<file path="src/rtl/addseq_arbiter_pkg.sv">
// addseq_arbiter_pkg: shared FSM states and sizing constants for the nibble-serial adder arbiter.
package addseq_arbiter_pkg;
  typedef enum logic [1:0] {IDLE, CALC, DONE} state_t;
  localparam int NW = 4;
  localparam int NREQ = 2;
endpackage

</file>
<file path="src/rtl/addseq_arbiter_add4.sv">
// add4: combinational 4-bit adder with carry in and carry out.
module add4
  import addseq_arbiter_pkg::*;
(
  input  logic [NW-1:0] a,
  input  logic [NW-1:0] b,
  input  logic          cin,
  output logic [NW-1:0] sum,
  output logic          cout
);
  assign {cout, sum} = {1'b0, a} + {1'b0, b} + {{NW{1'b0}}, cin};
endmodule

</file>
<file path="src/rtl/addseq_arbiter.sv">
// addseq_arbiter: two-requester arbiter sharing one 4-bit adder, adding one nibble per cycle.
module addseq_arbiter
  import addseq_arbiter_pkg::*;
#(
  parameter int NIBBLES = 4
) (
  input  logic                    clk,
  input  logic                    rst_n,
  input  logic [NREQ-1:0]         req_i,
  input  logic [NW*NIBBLES-1:0]   a0_i,
  input  logic [NW*NIBBLES-1:0]   b0_i,
  input  logic [NW*NIBBLES-1:0]   a1_i,
  input  logic [NW*NIBBLES-1:0]   b1_i,
  output logic [NREQ-1:0]         gnt_o,
  output logic                    busy_o,
  output logic [NREQ-1:0]         done_o,
  output logic [NW*NIBBLES-1:0]   sum_o,
  output logic                    cout_o,
  output logic                    ovf_o
);
  localparam int W = NW * NIBBLES;
  localparam int CW = NIBBLES > 1 ? $clog2(NIBBLES) : 1;
  state_t state, state_nx;
  logic [CW-1:0] cnt;
  logic [W-1:0] a_r, b_r, sum_r;
  logic [NW-1:0] nib_sum;
  logic [NREQ-1:0] gnt;
  logic carry, nib_cout, last, win, accept;
  // last holds the most recent winner, so it doubles as the grant register
  assign win = req_i[1] & (~req_i[0] | ~last);
  assign accept = state == IDLE && |req_i;
  always_comb begin
    state_nx = state;
    case (state)
      IDLE: state_nx = |req_i ? CALC : IDLE;
      CALC: state_nx = cnt == CW'(NIBBLES - 1) ? DONE : CALC;
      default: state_nx = IDLE;
    endcase
  end
  always_ff @(posedge clk or negedge rst_n)
    if (!rst_n) state <= IDLE;
    else state <= state_nx;
  always_ff @(posedge clk or negedge rst_n)
    if (!rst_n) begin
      a_r <= '0;
      b_r <= '0;
      sum_r <= '0;
      cnt <= '0;
      carry <= 1'b0;
      last <= 1'b1;
    end else if (accept) begin
      a_r <= win ? a1_i : a0_i;
      b_r <= win ? b1_i : b0_i;
      cnt <= '0;
      carry <= 1'b0;
      last <= win;
    end else if (state == CALC) begin
      sum_r[cnt*NW +: NW] <= nib_sum;
      carry <= nib_cout;
      cnt <= cnt + 1'b1;
    end
  add4 u_add4 (
    .a(a_r[cnt*NW +: NW]),
    .b(b_r[cnt*NW +: NW]),
    .cin(carry),
    .sum(nib_sum),
    .cout(nib_cout)
  );
  assign gnt = last ? 2'b10 : 2'b01;
  assign gnt_o = state == IDLE ? '0 : gnt;
  assign done_o = state == DONE ? gnt : '0;
  assign busy_o = state != IDLE;
  assign sum_o = sum_r;
  assign cout_o = carry;
  assign ovf_o = (a_r[W-1] == b_r[W-1]) & (sum_r[W-1] != a_r[W-1]);
endmodule

</file>
<file path="config.mk">
export PLATFORM = sky130hd
export DESIGN_NAME = addseq_arbiter
export DESIGN_NICKNAME = d
export VERILOG_FILES = /design/src/rtl/addseq_arbiter_pkg.sv /design/src/rtl/addseq_arbiter_add4.sv /design/src/rtl/addseq_arbiter.sv
export SDC_FILE = /design/constraint.sdc
export NUM_CORES = 1
export LEC_CHECK = 0
export CORE_ASPECT_RATIO = 0.6
export CORE_MARGIN = 3
export CORE_UTILIZATION = 35
export CTS_CLUSTER_DIAMETER = 60
export CTS_CLUSTER_SIZE = 25
export DETAILED_ROUTE_END_ITERATION = 16
export PLACE_DENSITY = 0.71
export REMOVE_ABC_BUFFERS = 1
export SLEW_MARGIN = 20
export SYNTH_ARGS = -nofsm -noshare
export SYNTH_HDL_FRONTEND = slang
export SYNTH_SLANG_ARGS = --single-unit
</file>
<file path="constraint.sdc">
create_clock -name clk -period 6.9 [get_ports clk]
set_input_delay 1.38 -clock clk [delete_from_list [all_inputs] [get_ports clk]]
set_output_delay 1.38 -clock clk [all_outputs]
set_load 0.1 [all_outputs]
</file>
# Word level (Yosys, flattened, before mapping)
# Index checks and enable logic that the tools add are counted.
# totals
ff_bits,54
inputBits,68
# classes
n_addsub,4
eq_ne,5
shifts,4
muxes,13
n_bitwise,6
n_reduce_logical,6
# op_table
cell,n
$neg A4 Y34,1
$shift A4 B34 Y16 const A,1
$shiftx A4 B34 Y16,1
$mux W16,2
$shiftx A16 B5 Y4,2
$bwmux W16,1
$mux W2,6
$add A4 B4 Y5,1
$add A5 B1 Y5,1
$eq A2 B2 Y1 const B,2
$pmux W2 S2,1
$reduce_bool A2 Y1,2
$mux W1,3
$not A1 Y1,3
$add A2 B1 Y2 const B,1
$and A1 B1 Y1,2
$eq A2 B1 Y1 const B,1
$logic_not A2 Y1,1
$reduce_and A2 Y1,1
$reduce_or A2 Y1,1
$eq A1 B1 Y1,1
$logic_and A1 B1 Y1,1
$ne A1 B1 Y1,1
$or A1 B1 Y1,1

# Logic depth before layout (Yosys ltp)
# Gate-level depths: netlist of the first run.
# depth
ltp_word,5
depth_mapped,7
ltp_nobuf,6

# Hierarchy
# Synthesis of the first run repeated with hierarchy kept, for this count alone.
# unflattened
hier_cells,300
hier_area_um2,2956.6
# by_module_without_submodules
module,instances,cells_per_inst,area_per_inst_um2,seq_area_each_um2
addseq_arbiter,1,284,2812.7,1352.5
add4,1,16,143.9,0.0

# Worst setup path after synthesis of the first run
# Ideal clock, no wire load.
# synth_timing
kind,register to output
from,"register sum_r[15], in the netlist sum_o[15]"
to,output port ovf_o
arrival_ps,3021
t_required_ps,5520
slack_ps,2499
path_stages_with_launch,2
cell_sequence,dfrtp_1 o21ai_0
# synth_via
elab_chain_len,2
# synth_rtl
item,line_no,rtl
"start, declared",addseq_arbiter.sv:25,"logic [W-1:0] a_r, b_r, sum_r;"
"start signal, assigned by index",addseq_arbiter.sv:58,sum_r[cnt*NW +: NW] <= nib_sum;
$ne A1 B1 Y1,addseq_arbiter.sv:75,assign ovf_o = (a_r[W-1] == b_r[W-1]) & (sum_r[W-1] != a_r[W-1]);
$and A1 B1 Y1,addseq_arbiter.sv:75,
"end, declared",addseq_arbiter.sv:19,output logic ovf_o
# Every way passes these cells.

# Final worst setup path of the first run
# layout_timing
from,register state[1]
to,output port done_o[0]
# layout_via
elab_chain_len,2
# layout_rtl
item,line_no,rtl
"start, declared",addseq_arbiter.sv:23,"state_t state, state_nx;"
"start signal, assigned",addseq_arbiter.sv:42,else state <= state_nx;
$eq A2 B2 Y1,addseq_arbiter.sv:71,assign done_o = state == DONE ? gnt : '0;
$mux W2,addseq_arbiter.sv:71,
"end, declared",addseq_arbiter.sv:16,"output logic [NREQ-1:0] done_o,"
# Every way passes these cells.

==> results of run 1 <==
cells in the final DEF, fill, tap and decap left out, types with 2 or more instances in the layout:
| cell | n |
|---|---|
| ha_1 | 9 |
| or2_0 | 3 |
| o21bai_1 | 2 |
| buf_4 | 4 |
| mux4_2 | 6 |
| clkinvlp_4 | 2 |
| inv_1 | 2 |
| nor2b_1 | 2 |
| o31ai_1 | 9 |
| mux2_1 | 2 |
| nand2_1 | 13 |
| mux2_4 | 60 |
| mux4_1 | 2 |
| clkbuf_16 | 5 |
| a22o_1 | 8 |
| mux2_2 | 2 |
| and3b_1 | 2 |
| a21oi_1 | 3 |
| nand3b_1 | 5 |
| dfrtp_1 | 53 |
| clkdlybuf4s50_1 | 89 |
| nor2_1 | 7 |
| or3b_1 | 3 |
| fa_1 | 2 |
Yosys cell counts (2+ instances only):
cell	count	area share (%)
nand3b_1	5	1.2
o21bai_1	2	0.47
or2_0	3	0.59
mux4_2	6	4.2
mux2_4	60	28
o31ai_1	9	2.1
nor2_1	7	0.82
mux2_1	2	0.70
mux2_2	2	0.70
a22o_1	8	2.2
or3b_1	3	0.82
mux4_1	2	1.6
inv_1	2	0.23
fa_1	2	1.2
buf_4	3	0.70
nor2b_1	2	0.39
ha_1	9	3.5
a21oi_1	3	0.47
dfrtp_1	53	41
and3b_1	2	0.55
buf_6	5	1.8
nand2_1	13	1.5
final cells by class:
class	instances	area [sq um]
inverter	3	11.26
timing repair buffer	94	925.9
clock inverter	3	45.04
tap	112	140.1
fill	769	4365
multi-input combinational	154	1753
clock buffer	5	125.1
sequential	54	1353
metrics by stage:
stage	instance area (sq um)	worst slack, ns	utilization (%)	hold WS (ns)	std cells
final	4353	3.254	49.93	0.4806	425
after CTS	4353	3.213	49.93	0.4885	425
after floorplan	3108	2.499	-	0.4733	211
after global placement	4183	3.599	47.98	0.4673	417
after detailed placement	4183	3.537	47.98	0.4719	417
after global routing	4353	3.141	49.93	0.5073	425
state kept, by name, indices dropped and copies added (netlist names):
signal  cells
last        1
b_r        16
sum_o      16
cout_o      1
a_r        16
state       2
cnt         2
worst reg2reg max path: cells and delay by family, from the launching register on:
kind / cells / cell delay, ns
flip-flops: 1 / 0.61
multiplexers: 1 / 0.62
buffers and inverters: 1 / 0.28
XOR/XNOR: 1 / 0.36
AO/OA/AOI/OAI: 1 / 0.14
adder cells (fa/ha/maj): 2 / 0.86
per-layer routing:
layer | vias up | global-route usage (%) | wire length (um)
li1 | 1000 | - | -
met1 | 975 | 19.08 | 3308
met2 | 76 | 18.75 | 2793
met3 | 5 | 3.455 | 450
met4 | 0 | 3.423 | 60
met5 | - | 0 | 0
path summary, 6_finish.rpt:
kind,start,endpoint,slack (ns),cells past startpoint
setup reg to reg,cnt[0],sum_o[6],3.90,6
max in group asynchronous,rst_n,a_r[14],5.24,2
hold / removal,sum_o[14],sum_o[14],0.48,2
hold reg to reg,sum_o[14],sum_o[14],0.48,2
min in group asynchronous,rst_n,sum_o[6],1.21,2
setup / recovery,state[1],done_o[0],3.25,2
report_power, final:
group / internal, mW / switching, mW
logic: 0.594 / 0.799
clock network: 0.171 / 0.117
registers: 0.466 / 0.125
total: 1.23 / 1.04
cell families after synthesis:
| kind of cell | count (synthesis) | synth area share (%) |
|---|---|---|
| AOI/OAI and AO/OA | 29 | 6.831 |
| xor gates and xnor gates | 1 | 0.2733 |
| adders and majority gates | 11 | 4.762 |
| buffers and inverters | 13 | 3.395 |
| DFF | 54 | 42.19 |
| muxes | 72 | 35.36 |
| and+or+nand+nor | 41 | 7.183 |
==> flow_metrics.env, run 1 <==
export IMPL_io_buffers=90
export IMPL_tritoncts="yes"
export IMPL_vias=2056
export IMPL_post_drt_wl_per_cell_um=15.56
export IMPL_drive_above_1_share_pct=27.48
export IMPL_clk_path_buf_depth=2
export IMPL_slew_headroom_pct=34.19
export IMPL_start_util_pct=36.77
export IMPL_clock_root_buffer="clkbuf_16"
export IMPL_rows=26
export IMPL_syn_instance_count=221
export IMPL_grt_max_degree=55
export IMPL_core_sq_um=8718
export IMPL_die_y_um=80.13
export IMPL_die_area_sq_um=10380
export IMPL_dp_hpwl_um=5104
export IMPL_finalSetupViolCount=0
export IMPL_leakagePower_nw=1.890
export IMPL_syn_area_per_cell_sq_um=14.50
export IMPL_crit_path_start_kind="register"
export IMPL_cp_slowest_cell="clkdlybuf4s50_1"
export IMPL_ys_warn_count=0
export IMPL_ys_seq_elements=54
export IMPL_ir_drop_mv=0.2252
export IMPL_crit_chain="nor3b_1, clkdlybuf4s50_1"
export IMPL_path_buf_inv=1
export IMPL_viasPerCell=4.838
export IMPL_total_power_mw=2.272
export IMPL_drc=0
export IMPL_grt_pass1_vias=2042
export IMPL_grt_pass1_wl_um=10410
export IMPL_die_x_um=129.6
export IMPL_worstSetupEndpointType="output port"
export IMPL_post_route_period_util_pct=52.84
export IMPL_gp_congestion=0.7778
export IMPL_arrival_ns=2.27
export IMPL_fin_nets=391
export IMPL_antenna_found_initial=0
export IMPL_fmax_mhz=274.3
export IMPL_post_cts_buffers=0
export IMPL_critPathMaxStageDelay_ns=1.18
export IMPL_clk_latency_ns=0.29
export IMPL_synth_cell_type_count=40
export IMPL_worstMarginPinSlew_ns=0.9840
export IMPL_rsz0062_at_grt="no"
export IMPL_required_ns=5.52
export IMPL_syn_to_final_growth_pct=35.79
export IMPL_dr_pass1_iters=6
export IMPL_min_path_type="reg -> reg"
export IMPL_slew_violations=0
export IMPL_netlist_area_sq_um=3206
export IMPL_pwr_density_cell_nw_per_um2=522.0
export IMPL_fin_setup_tns_ns=0
export IMPL_skew_ns=0.006312
export IMPL_crit_fanout=9
export IMPL_yosysSeqAreaShare_pct=42.19
export IMPL_drv_cap=0
export IMPL_antenna_cells=0
export IMPL_cts_buffers=5
export IMPL_setup_worst_path_class="reg -> out"
export IMPL_grt_use_total_pct=12.95
export IMPL_cts_sinks=54
export IMPL_h_tree_depth=2
export IMPL_path_clk_slew_ns=0.07
export IMPL_ys_flop_type="dfrtp_1"
export IMPL_path_delay_family="buffers and inverters"
export IMPL_grt_overflow=0
export IMPL_status="complete, no violations"
export IMPL_ioPinCount=91
export IMPL_hold_viol=0
export IMPL_cts_hold_fix_buffers=0
export IMPL_drtIter0Drc=52
export IMPL_finalWirelength_um=6612
export IMPL_async_flop_share_pct=100.0
export IMPL_antenna_left=0
export IMPL_fin_crit_ns=3.646
export IMPL_synth_edf_count=0
export IMPL_cts_resized=0
Power figures use the tool's default switching activity.
==> inputs of run 2 (changes only) <==
--- a/config.mk
+++ b/config.mk
@@ -11,7 +11,7 @@
 export CTS_CLUSTER_DIAMETER = 60
 export CTS_CLUSTER_SIZE = 25
 export DETAILED_ROUTE_END_ITERATION = 16
-export PLACE_DENSITY = 0.71
+export PLACE_DENSITY = 0.73
 export REMOVE_ABC_BUFFERS = 1
 export SLEW_MARGIN = 20
 export SYNTH_ARGS = -nofsm -noshare
==> constraint.sdc (replaced) <==
create_clock -name clk -period 2.95 [get_ports clk]
set_input_delay 0.59 -clock clk [delete_from_list [all_inputs] [get_ports clk]]
set_output_delay 0.59 -clock clk [all_outputs]
set_load 0.1 [all_outputs]
==> run 2 against run 1 <==
Clock power is 110% higher; count of clock-buffer cells in the layout is 2 higher; combinational power is 140% higher; global-route usage is 0.066 points higher; sequential share of layout area is 0.24 points higher; non-clock buffer count is 1 higher; critical path type is now reg -> reg; largest cell class unchanged; highest routed layer unchanged.
==> flow_metrics.env, run 2 (synthesis results as in run 1) <==
export IMPL_cts_sinks=54
export IMPL_post_cts_buffers=0
export IMPL_grt_pass1_wl_um=10830
export IMPL_wl_met3_um=424
export IMPL_dp_cells=418
export IMPL_antenna_left=0
export IMPL_worstSetupEndpointType="register"
export IMPL_wl_met1_um=3416
export IMPL_start_util_pct=36.77
export IMPL_hold_ws_ns=0.4008
export IMPL_routed_top_layer="met4"
export IMPL_crit_chain="mux4_1, fa_1, fa_1, xnor2_1, o31ai_1"
export IMPL_crit_path_frequent_cell="fa_1"
export IMPL_cts_buffers=5
export IMPL_die_x_um=129.6
export IMPL_cts_hold_fix_buffers=0
export IMPL_viasPerCell=4.878
export IMPL_tritoncts="yes"
export IMPL_crit_fanout=4
export IMPL_rr_worst_depth=5
export IMPL_grt_pass1_vias=2124
export IMPL_rows=26
export IMPL_dp_hpwl_um=5032
export IMPL_gp_congestion=0.7991
export IMPL_status="complete, no violations"
export IMPL_antenna_cells=0
export IMPL_crit_path_start_kind="register"
export IMPL_path_buf_inv=0
export IMPL_h_tree_depth=2
export IMPL_io_buffers=90
export IMPL_grt_overflow=0
export IMPL_required_ns=3.11
export IMPL_ir_drop_mv=0.6023
export IMPL_vias=2078
export IMPL_pwr_density_cell_nw_per_um2=1215
export IMPL_critPathMaxStageDelay_ns=0.60
export IMPL_rsz0062_at_grt="no"
export IMPL_r2r_setup_slack_ns=0.51
export IMPL_core_sq_um=8718
export IMPL_drv_cap=0
export IMPL_worstReg2RegEnd="sum_o[10]"
export IMPL_layout_common_cells="clkdlybuf4s50_1 (66), mux2_4 (60), dfrtp_1 (53)"
export IMPL_drtIter0Drc=90
export IMPL_post_drt_wl_per_cell_um=15.15
export IMPL_r2r_start="cnt[0]"
export IMPL_stdcell_count=426
export IMPL_slew_violations=0
export IMPL_clk_path_buf_depth=2
export IMPL_met2_wirelength_um=2602
export IMPL_drc=0
export IMPL_clock_root_buffer="clkbuf_16"
export IMPL_clk_latency_ns=0.29
export IMPL_dr_pass1_iters=4
export IMPL_setup_worst_path_class="reg -> reg"
export IMPL_drive_above_1_share_pct=35.03
export IMPL_post_route_period_util_pct=82.72
export IMPL_cp_slowest_cell="mux4_1"
export IMPL_fmax_mhz=409.8
export IMPL_hold_viol=0
export IMPL_fin_nets=392
export IMPL_fin_crit_ns=2.440
export IMPL_syn_to_final_growth_pct=34.74
export IMPL_grt_max_degree=39
export IMPL_grt_use_total_pct=13.02
export IMPL_cts_resized=0
export IMPL_fin_setup_tns_ns=0
export IMPL_worstMarginPinSlew_ns=0.8377
export IMPL_final_common_cell="clkdlybuf4s50_1"
export IMPL_finalWirelength_um=6455
export IMPL_finalSetupViolCount=0
export IMPL_path_clk_slew_ns=0.07
export IMPL_antenna_found_initial=0
export IMPL_slew_headroom_pct=44.16
export IMPL_arrival_ns=2.60
export IMPL_min_path_type="in -> async"
export IMPL_ioPinCount=91
export IMPL_die_area_sq_um=10380
export IMPL_leakagePower_nw=1.947
export IMPL_die_y_um=80.13
export IMPL_skew_ns=0.007425
export IMPL_path_delay_family="adder cells"
run 2: cell count changes in the layout (fill, tap and decap cells not counted), sizes merged:
cell / delta
clkbuf: +2
clkinv: +1
clkdlybuf4s50: -23
bufinv: -1
buf: +24
clkinvlp: -2
run 2: worst max-delay path by stage:
stage | endpoint | from | cells after the start | slack (ns)
after CTS | sum_o[10] | cnt[0] | 5 | 0.49
final | sum_o[10] | cnt[0] | 5 | 0.51
after global routing | sum_o[6] | cnt[0] | 5 | 0.40
after floorplan | ovf_o | sum_o[15] | 1 | -0.66
after detailed placement | sum_o[6] | cnt[0] | 5 | 0.51
after global placement | sum_o[2] | cnt[0] | 5 | 0.57
run 2: stage by stage:
stage	area, sq um	power [mW]	utilization, %	setup WS [ns]
6_report	4319	5.246	49.54	0.5096
5_1_grt	4319	5.567	49.54	0.3990
4_1_cts	4319	5.287	49.54	0.4856
3_5_place_dp	4158	4.659	47.69	0.5122
3_3_place_gp	4158	4.600	47.69	0.5746
2_1_floorplan	3108	3.869	-	-0.6612
run 2: routing by layer:
layer	global-route usage (%)	vias to the layer above
met5	0	-
met4	0.9336	0
met3	3.389	2
met2	18.70	74
met1	20.35	1003
li1	-	999
run 2: worst reg2reg max path, delay by kind of cell, from the launching register on:
family,cells,cell delay (ns)
AOI/OAI and AO/OA,1,0.13
adders and majority gates,2,0.87
muxes,1,0.60
xor gates and xnor gates,1,0.32
DFF,1,0.40
run 2: layout make-up:
type / count / area (sq um)
multi-input combinational: 154 / 1753
fill: 763 / 4399
clock inverter: 1 / 8.758
tap: 112 / 140.1
clock buffer: 7 / 152.6
sequential: 54 / 1353
timing repair buffer: 95 / 900.9
inverter: 3 / 11.26
run 2: power by group:
group	internal, mW	switching [mW]	leakage [nW]
clock	0.363	0.251	0.0801
combinational	1.38	1.91	1.20
sequential	1.09	0.253	0.667
total	2.83	2.42	1.95
==> patch 1: new RTL, config.mk and constraints of run 2 <==
Set the parameter `NIBBLES` to 8 (it was 4).
--- a/src/rtl/addseq_arbiter.sv
+++ b/src/rtl/addseq_arbiter.sv
@@ -4,3 +4,3 @@
 #(
-  parameter int NIBBLES = 4
+  parameter int NIBBLES = 8
 ) (
Interface: changed (5 resized); port bits go from 91 to 171. No check against the original RTL was run, so the function may have changed too.
==> patch 1 against run 2 <==
Area after synthesis increased by 70%; largest cell class unchanged; synthesized cell count increased by 120%; non-clock buffer count increased by 96; wire length increased by 130%; sequential cell count increased by 49; total power increased by 81%; setup slack got worse by 360 ps; sequential share of layout area increased by 2.4 points; die area increased by 65%; global-route usage increased by 5.1 points; design area increased by 77%; core utilization increased by 2.0 points.
==> patch 1: results (changes against run 2) <==
outcome=complete, no violations; CP top delay family=compound AO/OA/AOI/OAI gates; share of post-route cells with drive strength above 1=19.2% (-16 points); Worst-Skew Late Latency=340 ps (+50 ps); met2 Use GR=29.0% (+10 points); vias per inst=5.23 (+7.1%); wire per inst=17.6 um (+16%); Netlist cell types=50 (+25%); Area after DPL=0.00737 mm^2 (+77%); hpwl dp=11500 um (+130%); met3 GRT Util=4.98% (+1.6 points); area delta synth->final=40.4%; H-tree depth=3 (+1); Clock Skews=5.93 ps (-1.49 ps); IO buf count=170 (+89%); multi-input logic cell count=340 (+120%); Slew headroom=58.3% (+14 points); largest net degree at the start of global routing=67 (+72%); Cell Pwr Density=1240 mW/mm^2 (+2.4%); met1 usage=25.3% (+4.9 points); footprint of the multi-input gates=0.00268 mm^2 (+53%); CP arrival=3000 ps (+400 ps); Clock Network Area Fraction=3.47% (-0.27 points); dpl cells=845 (+100%); fill count=1303 (+71%); clock buffers=11 (+4); Lkg Pwr=3.27 nW (+68%); peak supply drop=0.729 mV (+21%)
patch 1: changes by cell type after synthesis, moves of 9 or more:
| cell | before | now |
|---|---|---|
| buf_2 | 0 | 9 |
| clkbuf_1 | 1 | 15 |
| dfrtp_1 | 53 | 102 |
| inv_1 | 2 | 12 |
| mux2_2 | 2 | 18 |
| mux2_4 | 60 | 0 |
| mux2i_1 | 0 | 64 |
| mux4_2 | 6 | 16 |
| nand2_1 | 13 | 29 |
| o21ai_0 | 1 | 132 |
patch 1: final timing paths:
path	start	slack, ps	cells after the start	end
min in group clk	sum_o[28]$_DFFE_PN0P_	500	1	sum_o[28]$_DFFE_PN0P_
hold reg to reg	sum_o[28]$_DFFE_PN0P_	500	1	sum_o[28]$_DFFE_PN0P_
setup reg to reg	cnt[0]$_DFFE_PN0P_	150	9	sum_o[27]$_DFFE_PN0P_
hold / removal	rst_n	260	1	a_r[17]$_DFFE_PN0P_
setup / recovery	cnt[0]$_DFFE_PN0P_	150	9	sum_o[27]$_DFFE_PN0P_
max in group asynchronous	rst_n	1950	2	cnt[0]$_DFFE_PN0P_
patch 1: cell families (layout without fill, tap and decap cells):
kind of cell / Yosys count / count (layout) / share of synthesized area, %
flip-flops: 103 / 103 / 47.3
multiplexers: 101 / 101 / 22.7
adder cells (fa/ha/maj): 9 / 9 / 2.34
AO/OA/AOI/OAI: 163 / 163 / 16.4
buffers and inverters: 50 / 219 / 4.38
XOR/XNOR: 1 / 1 / 0.161
AND/OR/NAND/NOR: 66 / 66 / 6.73
patch 1: power breakdown:
part           switching, mW  leakage (nW)  internal, mW
registers              0.422          1.28          2.09
logic                   3.89          1.86          2.04
clock network          0.491         0.131         0.586
total                   4.80          3.27          4.71
==> patch 2: new RTL, config.mk and constraints of run 2 <==
Made on the original files. Register the output `ovf_o`, without a reset; this adds one clock of latency there. The other outputs are not delayed to match.
--- a/src/rtl/addseq_arbiter.sv
+++ b/src/rtl/addseq_arbiter.sv
@@ -74,3 +74,5 @@
   assign cout_o = carry;
-  assign ovf_o = (a_r[W-1] == b_r[W-1]) & (sum_r[W-1] != a_r[W-1]);
+  always_ff @(posedge clk) begin
+    ovf_o <= (a_r[W-1] == b_r[W-1]) & (sum_r[W-1] != a_r[W-1]);
+  end
 endmodule
Formal check against the unedited RTL: not equivalent (Yosys sat finds a counterexample within 4 cycles, from zero or initial values and one cycle with rst_n low).
==> patch 2 against run 2 <==
Non-clock buffer count grew 1; count of clock-buffer cells in the layout up 1; hold slack better by 2.4 ps; sequential cell count is 1 higher; setup slack got worse by 220 ps; area after synthesis up 0.62%; wire length grew 4.9%; maximum frequency down 8.2%; combinational power about the same; global-route usage grew 0.74 points; clock skew hardly changed; clock power barely moved; design area up 0.52%; total power up 0.54%; largest power group unchanged; highest routed layer unchanged.
==> patch 2: results (changes against run 2) <==
share of post-route cells with drive strength above 1=34.8% (-0.22 points); Post-CTS Resized=0 (unchanged); Post-Synth Adder-Cell Area=4.73% (-0.030 points); Netlist cell types=41 (+2.5%); outcome=complete, no violations; synth top area cells=dfrtp_1, mux2_4, mux4_2, ha_1, a22o_1; reg2reg end=sum_o[6]$_DFFE_PN0P_; Final Max Slew Viols=0 (unchanged); CP arrival=2820 ps (+220 ps); peak supply drop=0.488 mV (-19%); Slowest-stage cell, CP=mux4_1; post-synthesis sequential area ratio=42.6% (+0.36 points); worst reg-to-reg setup slack=290 ps (-220 ps); vias in the first global route=2223 (+4.7%); Reg2Reg Depth=5 (unchanged); Lkg Pwr=1.96 nW (+0.52%); Slew @ Worst Pin=840 ps (+2.71 ps); IO buf count=90 (unchanged); postcts setup bufs=0 (unchanged); first-pass GRT wire length=11200 um (+3.6%); initial antenna violation count=0 (unchanged); Final Wtd Congestion=0.819 (+2.5%); Synth Flop Type=dfrtp_1; CP startpoint kind=register; Area after DPL=0.00419 mm^2 (+0.66%); most frequent cells after synthesis=mux2_4, dfrtp_1, nand2_1; Yosys warnings=0 (unchanged); CP top delay family=adder cells; hpwl dp=5180 um (+2.9%); Synth Area in Compound Gates=6.79% (-0.042 points); WL final=6770 um (+4.9%); delay of the slowest critical-path stage=630 ps (+30 ps); drt first pass iters=4 (unchanged); dpl cells=420 (+0.48%); clk buf depth=2 (unchanged); H-tree depth=2 (unchanged); Worst-path clk slew=70 ps (about the same); final net count=394 (+0.51%); Avg Inst Size Synth=14.5 um^2 (+0.17%); DRT iter0 DRCs=103 (+14%); xor/xnor cell area share of the yosys netlist=0.272% (-0.0017 points); total track usage=13.8% (+0.74 points); final hold slack=403 ps (+2.40 ps); r2r startpoint=cnt[0]$_DFFE_PN0P_; Ant. Diodes=0 (unchanged); Vias=2062 (-0.77%); Worst-Skew Late Latency=290 ps (about the same); Min-Delay Path Class=primary input to async pin; largest net degree at the start of global routing=39 (unchanged); FFs w/ async S/R, synth=98.2% (-1.8 points); post-place setup slack=281 ps (-231 ps); CP max FO=6 (+2); Clk Tree Root Cell=clkbuf_16; mux cell area share after synthesis=35.1% (-0.22 points); vias per inst=4.82 (-1.2%); Clock Skews=7.43 ps (+0.00869 ps); CTS buffer count=5 (unchanged); P_sw=2.43 mW (+0.43%)
-- patch 2: area by class of cell --
type	count	area (um^2)
fill	763	4380
clock buffer	8	156
multi-input combinational	154	1750
timing repair buffer	96	908
sequential	55	1370
tap	112	140
inverter	3	11.3
-- patch 2: per-layer routing --
| layer | vias to the layer above | GRT usage, % | routed length, um |
|---|---|---|---|
| met5 | - | 0 | 0 |
| met4 | 0 | 3.53 | 89 |
| met3 | 10 | 3.59 | 451 |
| met2 | 73 | 20.9 | 2820 |
| met1 | 976 | 19.6 | 3410 |
| li1 | 1003 | - | - |
-- patch 2: worst max-delay path by stage --
stage                             to                from  slack (ps)  depth (start not counted)
2_1_floorplan              done_o[0]  state[0]$_DFF_PN0_        -330                          1
3_3_place_gp   sum_o[10]$_DFFE_PN0P_  cnt[0]$_DFFE_PN0P_         350                          5
3_5_place_dp    sum_o[6]$_DFFE_PN0P_  cnt[0]$_DFFE_PN0P_         280                          5
4_1_cts         sum_o[6]$_DFFE_PN0P_  cnt[0]$_DFFE_PN0P_         270                          5
5_1_grt         sum_o[6]$_DFFE_PN0P_  cnt[0]$_DFFE_PN0P_         140                          5
6_report        sum_o[6]$_DFFE_PN0P_  cnt[0]$_DFFE_PN0P_         290                          5
-- patch 2: worst register-to-register path, cell delays in order, from the launching register on --
cell and delay (ps):
dfrtp_1 520, mux4_1 630, fa_1 450, fa_1 430, xnor2_1 350, o31ai_1 140
-- patch 2: power groups by stage --
stage,combinational [mW],clock (mW),sequential [mW]
finish,3.28,0.613,1.38
global route,3.51,0.677,1.44
CTS,3.31,0.632,1.39
detailed placement,3.30,0,1.39
global placement,3.27,0,1.39
floorplan,1.92,0,1.95
